File: config.mk
export PLATFORM = sky130hd
export DESIGN_NAME = ksa
export DESIGN_NICKNAME = d
export VERILOG_FILES = /design/src/rtl/ksa.sv
export SDC_FILE = /design/constraint.sdc
export NUM_CORES = 1
export LEC_CHECK = 0
export ABC_AREA = 1
export BUFFER_PORTS_ARGS = -buffer_cell sky130_fd_sc_hd__buf_2
export CAP_MARGIN = 25
export CELL_PAD_IN_SITES_DETAIL_PLACEMENT = 1
export CELL_PAD_IN_SITES_GLOBAL_PLACEMENT = 1
export CORE_MARGIN = 5
export CORE_UTILIZATION = 38
export CTS_CLUSTER_DIAMETER = 200
export DETAILED_ROUTE_END_ITERATION = 16
export PLACE_DENSITY = 0.9
export SLEW_MARGIN = 20
export SYNTH_ARGS = -nofsm -noshare
export SYNTH_HDL_FRONTEND = slang
export SYNTH_SLANG_ARGS = --single-unit
File: constraint.sdc
create_clock -name clk -period 2.7 [get_ports clk]
set_input_delay 0.405 -clock clk [delete_from_list [all_inputs] [get_ports clk]]
set_output_delay 0.405 -clock clk [all_outputs]
set_load 0.03 [all_outputs]
File: src/rtl/ksa.sv
// ----------------------------------------------------------------------------
// ksa - ARC4 key-scheduling stage.
//
// Walks i = 0..255 over the S memory. The init stage has already written
// S[i] = i. For each i the stage computes j = j + S[i] + key[i mod KEY_BYTES]
// (8-bit wrap) and then swaps S[i] and S[j]. S is a single-port 256x8 memory
// with synchronous read. It is shared with the neighbouring stages through
// an external mux.
//
// Ports:
//   clk     in   clock, all logic on posedge
//   rst     in   synchronous active-high reset
//   en      in   start request, sampled only while rdy=1
//   rdy     out  1 = idle and able to accept en
//   key     in   secret key, byte 0 is the most significant byte
//   addr    out  S memory address
//   rddata  in   S memory read data, valid the cycle after addr
//   wrdata  out  S memory write data
//   wren    out  S memory write enable
//
// Build option:
//   KSA_KEY_LATCH_EN  when defined, key is captured on the en-accept cycle,
//                     so key changes during a run have no effect on it.
//                     When undefined, key is used live.
// ----------------------------------------------------------------------------
module ksa #(
    parameter int KEY_BYTES = 3
) (
    input  logic                   clk,
    input  logic                   rst,
    input  logic                   en,
    output logic                   rdy,
    input  logic [8*KEY_BYTES-1:0] key,
    output logic [7:0]             addr,
    input  logic [7:0]             rddata,
    output logic [7:0]             wrdata,
    output logic                   wren
);

    localparam int KW = (KEY_BYTES > 1) ? $clog2(KEY_BYTES) : 1;

    typedef enum logic [2:0] {
        IDLE  = 3'd0,
        RD_SI = 3'd1,
        WT_SI = 3'd2,
        RD_SJ = 3'd3,
        WT_SJ = 3'd4,
        WR_SI = 3'd5,
        WR_SJ = 3'd6
    } state_t;

    state_t  state_q, state_d;
    logic [7:0]    i_q, i_d;
    logic [7:0]    j_q, j_d;
    logic [KW-1:0] kidx_q, kidx_d;
    logic [7:0]    si_q, si_d;
    logic [7:0]    sj_q, sj_d;
    logic [8*KEY_BYTES-1:0] key_use;
    logic [7:0]    kbyte;

`ifdef KSA_KEY_LATCH_EN
    logic [8*KEY_BYTES-1:0] key_q;

    always_ff @(posedge clk) begin
        if (rst) begin
            key_q <= '0;
        end else if (state_q == IDLE && en) begin
            key_q <= key;
        end
    end

    assign key_use = key_q;
`else
    assign key_use = key;
`endif

    // Key byte selected by the wrapping counter kidx; avoids an i mod KEY_BYTES divider.
    always_comb begin
        kbyte = '0;
        for (int unsigned n = 0; n < KEY_BYTES; n++) begin
            if (kidx_q == KW'(n)) begin
                kbyte = key_use[8*KEY_BYTES-1-8*n -: 8];
            end
        end
    end

    // State and datapath registers.
    always_ff @(posedge clk) begin
        if (rst) begin
            state_q <= IDLE;
            i_q     <= '0;
            j_q     <= '0;
            kidx_q  <= '0;
            si_q    <= '0;
            sj_q    <= '0;
        end else begin
            state_q <= state_d;
            i_q     <= i_d;
            j_q     <= j_d;
            kidx_q  <= kidx_d;
            si_q    <= si_d;
            sj_q    <= sj_d;
        end
    end

    // Next-state and datapath updates.
    always_comb begin
        state_d = IDLE;
        i_d     = i_q;
        j_d     = j_q;
        kidx_d  = kidx_q;
        si_d    = si_q;
        sj_d    = sj_q;
        case (state_q)
            IDLE: begin
                if (en) begin
                    i_d     = '0;
                    j_d     = '0;
                    kidx_d  = '0;
                    state_d = RD_SI;
                end
            end
            RD_SI: state_d = WT_SI;
            WT_SI: begin
                si_d    = rddata;
                j_d     = j_q + rddata + kbyte;
                state_d = RD_SJ;
            end
            RD_SJ: state_d = WT_SJ;
            WT_SJ: begin
                sj_d    = rddata;
                state_d = WR_SI;
            end
            WR_SI: state_d = WR_SJ;
            WR_SJ: begin
                if (i_q == 8'hFF) begin
                    state_d = IDLE;
                end else begin
                    i_d     = i_q + 8'd1;
                    kidx_d  = (kidx_q == KW'(KEY_BYTES - 1)) ? '0 : kidx_q + KW'(1);
                    state_d = RD_SI;
                end
            end
            default: state_d = IDLE;
        endcase
    end

    // Memory-side outputs.
    always_comb begin
        rdy    = 1'b0;
        addr   = '0;
        wrdata = '0;
        wren   = 1'b0;
        case (state_q)
            IDLE:  rdy  = 1'b1;
            RD_SI: addr = i_q;
            RD_SJ: addr = j_q;
            WR_SI: begin
                addr   = i_q;
                wrdata = sj_q;
                wren   = 1'b1;
            end
            WR_SJ: begin
                addr   = j_q;
                wrdata = si_q;
                wren   = 1'b1;
            end
            default: ;
        endcase
    end

endmodule

==> flow_metrics.tcl, run 1 <==
set metrics [dict create \
    layout_min_cycle_time_ns 2.56 \
    cp-end-kind "flip-flop" \
    multi_input_comb_area_um2 1390 \
    hp-class "input port to flip-flop" \
    numCtsBuffers 5 \
    num_vias 2506 \
    pwr-share-seq_pct 34.9 \
    floorplan.initialDensity_pct 39.2 \
    layout.nets 451 \
    routabilityCongestion 0.876 \
    syn_inst 348 \
    die_w_um 88.4 \
    swShare_pct 39.3 \
    drc_errors 0 \
    std_cell_rows 28 \
    post-route-period-util_pct 94.7 \
    rsz0062_at_grt "true" \
    clock_path_buffers 2 \
    critPathKind "flip-flop to flip-flop" \
    detail-route-antenna-nets 0 \
    start_kind "flip-flop" \
    cts_setup_buffers 0 \
    p_comb_share_pct 37.5 \
    grt_pass1_wl_mm 12.4 \
    dp.final_hpwl_mm 5.80 \
    syn_area_um2 2330 \
    drt-total-wl_mm 7.61 \
    p_leak_uw 0.00131 \
    min-delay-start "rddata[2]" \
    wl_per_cell_um 16.0 \
    worst_ep_arrival_time_ns 2.79 \
    diodes 0 \
    grt_pass1_vias 2618 \
    seqCellArea_um2 743 \
    ys_ff_latch 37 \
    n_fill_cell 833 \
    core_area_um2 5960 \
    ys_seq_area_share_pct 31.7 \
    clock_skew_ns 0.0121 \
    drtIter0Drc 85 \
    drv_slew 0 \
    cts_sinks 37 \
    final_common_cell "nand2_1" \
    die_h_um 88.4 \
    p_per_area_nw_per_um2 649 \
    ios 53 \
    r2r_end "j_q[5]$_SDFFE_PP0P_" \
    cp_max_fo 7 \
    drive_above_1_share_pct 22.1 \
    grt_antenna_before_repair 0 \
    area_growth_pct 20.3 \
    synth.net_count 398 \
    grt_overflow 0 \
    first_pass_iters 4 \
    worst_pin_slew_ns 0.617 \
    max-cap-violations 0 \
    switching_power_uw 715 \
    hold_buffers 0 \
    p_int_uw 1110 \
    holdWs_ns 0.421 \
    hold_depth 3 \
    track_usage_pct 20.6 \
    avgSynthCellArea_um2 6.71 \
    ys_types 27 \
    finalSetupViolCount 0 \
    pwr-share-clk_pct 27.6 \
    status "complete, no violations" \
    final_cell_mix "nand2_1, buf_2, inv_1" \
    cts_tree "yes" \
    regToRegStartpoint "kidx_q[0]$_SDFFE_PP0P_" \
    cts_root_buffer "clkbuf_8" \
    min_to "sj_q[2]$_SDFFE_PP0N_" \
    die_area_um2 7810 \
    portBuffers 52 \
    maxSlewHeadroom_pct 58.8 \
    tns_ns 0 \
    fmax_ghz 0.391 \
    power_uw 1820 \
    routed_via_density 5.25 \
    worstPathRequired_ns 2.94 \
    hold_viol_final 0 \
    peakVddDrop_mv 0.311 \
    r2r_cells 14 \
    clk_latency_ns 0.30 \
    grt_max_degree 22 \
    ctsHtreeMaxLevel 2 \
    clkTransAtPathRegs_ns 0.08 \
    ys_warn_count 0 \
    rrSetupSlack_ns 0.14 \
]
layout make-up:
class	count	area share (%)
Clock inverter	3	1.65
Inverter	50	6.69
Timing Repair Buffer	54	9.81
Tap cell	75	3.34
Multi-Input combinational cell	253	49.6
Clock buffer	5	2.45
Sequential cell	37	26.5
metal layers:
metal  share of wire (%)  vias to the layer above  track usage [%]
met5                   0                        -                0
met4                 2.5                        0             7.14
met3                 6.7                       18             4.10
met2                  49                       80             37.7
met1                  41                     1177             23.7
li1                    -                     1231                -
worst max path at each step:
stage / from / to / slack, ns
5_1_grt: kidx_q[0]$_SDFFE_PP0P_ / j_q[5]$_SDFFE_PP0P_ / -0.11
4_1_cts: kidx_q[1]$_SDFFE_PP0P_ / j_q[7]$_SDFFE_PP0P_ / 0.002
3_5_place_dp: kidx_q[0]$_SDFFE_PP0P_ / j_q[7]$_SDFFE_PP0P_ / -0.08
3_3_place_gp: kidx_q[0]$_SDFFE_PP0P_ / j_q[5]$_SDFFE_PP0P_ / 0.14
6_report: kidx_q[0]$_SDFFE_PP0P_ / j_q[5]$_SDFFE_PP0P_ / 0.14
2_1_floorplan: kidx_q[0]$_SDFFE_PP0P_ / j_q[5]$_SDFFE_PP0P_ / 0.34
cell usage after synthesis:
library cell   n  area [um^2]
nor2_4         2         22.5
nand2_4        1         11.3
nor3_1         3         15.0
inv_1         43          161
nand3b_1       1         7.51
o21ai_1       10         50.1
a21oi_1       30          150
nor3_4         1         16.3
ha_1           7         87.6
nand3_1       29          145
inv_2          7         26.3
dfxtp_1       37          741
o21ai_0       32          160
a31oi_1        3         18.8
a21oi_2        1         8.76
buf_6          1         11.3
buf_2          3         15.0
a21o_1         1         7.51
xor2_1         1         8.76
nand2_2        5         31.3
o22ai_1        4         25.0
clkbuf_1       4         15.0
nand4_1        3         18.8
nor2_2         1         6.26
nand2_1       77          289
fa_1           8          160
nor2_1        33          124
stage by stage:
step / cells / worst slack, ns / area, um^2 / util [%]
after floorplan: 348 / 0.344 / 2330 / -
after global placement: 469 / 0.137 / 2660 / 44.7
after detailed placement: 469 / -0.0779 / 2660 / 44.7
after CTS: 477 / 0.00170 / 2790 / 46.8
after global routing: 477 / -0.112 / 2810 / 47.1
final: 477 / 0.144 / 2810 / 47.1
repair_timing:
action / CTS / global route
pin swaps: 0 / 0
resized for setup: 3 / 9
cloned: 0 / 0
setup endpoints to repair: 2 / 6
cells by family (layout without fill, tap and decap cells):
family / after synthesis / in the layout / synth area share, %
AO/OA/AOI/OAI: 81 / 81 / 18.0
flip-flops: 37 / 37 / 31.7
XOR/XNOR: 1 / 1 / 0.375
adder cells (fa/ha/maj): 15 / 15 / 10.6
AND/OR/NAND/NOR: 156 / 156 / 29.4
buffers and inverters: 58 / 112 / 9.81
power by group through the flow:
stage	Combinational, uW	Clock, uW	Sequential (uW)
floorplan	465	0	632
global placement	603	0	640
detailed placement	644	0	643
CTS	659	510	632
global route	777	534	641
finish	683	502	635
critical path: stages, from the launching register on:
cell and delay (ns):
dfxtp_2 0.41, inv_2 0.09, nor2_4 0.17, nand2_1 0.07, nand3_1 0.10, fa_1 0.42
ha_1 0.22, inv_1 0.10, fa_1 0.21, inv_1 0.09, a31oi_2 0.20, nor2_1 0.06
nor2_1 0.13, nand2_1 0.09, a21oi_1 0.12
state kept, by name, indices dropped and copies added (netlist names):
name,cells
i_q,8
sj_q,8
kidx_q,2
j_q,8
si_q,8
state_q,3
No activity file was read; power rests on OpenSTA's default activity.
==> run 2, diff against run 1 <==
--- a/config.mk
+++ b/config.mk
@@ -14,6 +14,7 @@
 export CORE_UTILIZATION = 38
 export CTS_CLUSTER_DIAMETER = 200
 export DETAILED_ROUTE_END_ITERATION = 16
+export GPL_TIMING_DRIVEN = 0
 export PLACE_DENSITY = 0.9
 export SLEW_MARGIN = 20
 export SYNTH_ARGS = -nofsm -noshare
==> run 2 against run 1 <==
Net effect: worst hold slack lost 0.045 ns; critical endpoint unchanged; clock power rose by 15%; sequential power hardly changed; critical path depth stayed put; utilization grew 1.3 points; first-iteration DRC count grew 5.9%; highest routed layer unchanged; wire length fell by 2.0%; final cell count is 1.5% higher.
==> flow_metrics.tcl, run 2 (synthesis results as in run 1) <==
set metrics [dict create \
    post-route-period-util_pct 95.4 \
    clkTransAtPathRegs_ns 0.08 \
    status "complete, no violations" \
    std_cell_rows 28 \
    power_uw 1910 \
    worst_ep_arrival_time_ns 2.73 \
    cts_sinks 37 \
    die_h_um 88.4 \
    grt_overflow 0 \
    final_cell_mix "nand2_1, buf_2, inv_1" \
    max-cap-violations 0 \
    drive_above_1_share_pct 23.0 \
    cts_root_buffer "clkbuf_8" \
    finalSetupViolCount 0 \
    cp_num_buf_inv 3 \
    wl_per_cell_um 15.4 \
    track_usage_pct 20.3 \
    core_area_um2 5960 \
    peakVddDrop_mv 0.260 \
    die_w_um 88.4 \
    hp-class "input port to flip-flop" \
    cpPeakStageDelay_ns 0.50 \
    detail-route-antenna-nets 0 \
    crit_chain "inv_2 > nor2_4 > nand2_1 > nand3_2 > fa_1 > ha_1 > inv_1 > fa_1 > inv_1 > a31oi_4 > nor2_1 > nor2_1 > nand2_1 > a21oi_1" \
    routed_via_density 5.13 \
    drtIter0Drc 90 \
    fmax_ghz 0.388 \
    layout.nets 458 \
    ctsHtreeMaxLevel 2 \
    grt_max_degree 13 \
    critPathKind "flip-flop to flip-flop" \
    dp_cells 475 \
    routabilityCongestion 0.859 \
    grt_antenna_before_repair 0 \
    numCtsBuffers 5 \
    start_kind "flip-flop" \
    num_vias 2483 \
    drv_slew 0 \
    worstPathRequired_ns 2.86 \
    drt-total-wl_mm 7.46 \
    ios 53 \
    diodes 0 \
    final_common_cell "nand2_1" \
    drc_errors 0 \
    portBuffers 52 \
    layout.cells.non_filler 484 \
    grt_pass1_wl_mm 12.4 \
    dp.final_hpwl_mm 5.78 \
    p_per_area_nw_per_um2 662 \
    cp-end-kind "flip-flop" \
    area_growth_pct 23.6 \
    critPathTopFamily "adder cells" \
    clock_path_buffers 2 \
    maxSlewHeadroom_pct 66.2 \
    cp_max_fo 7 \
    first_pass_iters 4 \
    floorplan.initialDensity_pct 39.2 \
    worst_pin_slew_ns 0.506 \
    die_area_um2 7810 \
    final_util_pct 48.4 \
    p_leak_uw 0.00135 \
    clock_skew_ns 0.00342 \
    grt_pass1_vias 2607 \
    clk_latency_ns 0.29 \
    hold_viol_final 0 \
    layout_min_cycle_time_ns 2.58 \
    slowest_stage "fa_1" \
    cts_tree "yes" \
]
-- run 2: per-stage QoR --
step	cell area [um^2]	hold WS (ns)	TNS (ns)	setup WS, ns
global route	2880	0.373	-0.0406	-0.0383
global placement	2690	0.435	-0.0682	-0.0412
detailed placement	2690	0.443	-0.380	-0.180
finish	2880	0.376	0	0.124
floorplan	2330	0.425	0	0.344
CTS	2830	0.361	0	0.000403
-- run 2: metal layers --
| layer | part of all wire [%] | wire, um | vias to the layer above | GRT usage [%] |
|---|---|---|---|---|
| met5 | 0 | 0 | - | 0 |
| met4 | 1.0 | 76 | 0 | 5.08 |
| met3 | 5.1 | 377 | 6 | 3.72 |
| met2 | 49 | 3690 | 62 | 35.5 |
| met1 | 44 | 3320 | 1161 | 25.7 |
| li1 | - | - | 1254 | - |
-- run 2: timing repair --
item / CTS / global route
pin swaps: 0 / 2
resized for setup: 4 / 12
buffers inserted: 0 / 1
setup endpoints to repair: 5 / 5
hold buffers: 0 / 0
-- run 2: worst paths after layout --
path / cells past startpoint / startpoint / slack (ns) / end
worst max register to register: 14 / kidx_q[0]$_SDFFE_PP0P_ / 0.12 / j_q[5]$_SDFFE_PP0P_
worst min register to register: 2 / si_q[4]$_SDFFE_PP0P_ / 0.45 / si_q[4]$_SDFFE_PP0P_
worst max-delay path: 14 / kidx_q[0]$_SDFFE_PP0P_ / 0.12 / j_q[5]$_SDFFE_PP0P_
worst min-delay path: 2 / rst / 0.38 / i_q[7]$_SDFFE_PP0P_
-- run 2: worst register-to-register path, cell delays in order (launching register included) --
cell and delay (ns):
dfxtp_4 0.38, inv_2 0.11, nor2_4 0.07, nand2_1 0.08, nand3_2 0.09, fa_1 0.50
ha_1 0.18, inv_1 0.07, fa_1 0.41, inv_1 0.16, a31oi_4 0.11, nor2_1 0.11
nor2_1 0.05, nand2_1 0.06, a21oi_1 0.06
-- run 2: power breakdown --
group / total (uW) / switching [uW] / internal (uW)
sequential: 636 / 41.0 / 595
clock: 575 / 208 / 367
combinational: 700 / 450 / 250
-- run 2: area by class of cell --
| cell class | count | area, um^2 |
|---|---|---|
| fillers | 842 | 3070 |
| multi-input cells | 253 | 1410 |
| flip-flops and latches | 37 | 746 |
| repair buffers | 53 | 268 |
| inverters | 50 | 188 |
| well taps | 75 | 93.8 |
| clock buffers | 5 | 68.8 |
| clock inverters | 3 | 65.1 |
| plain buffers | 8 | 41.3 |
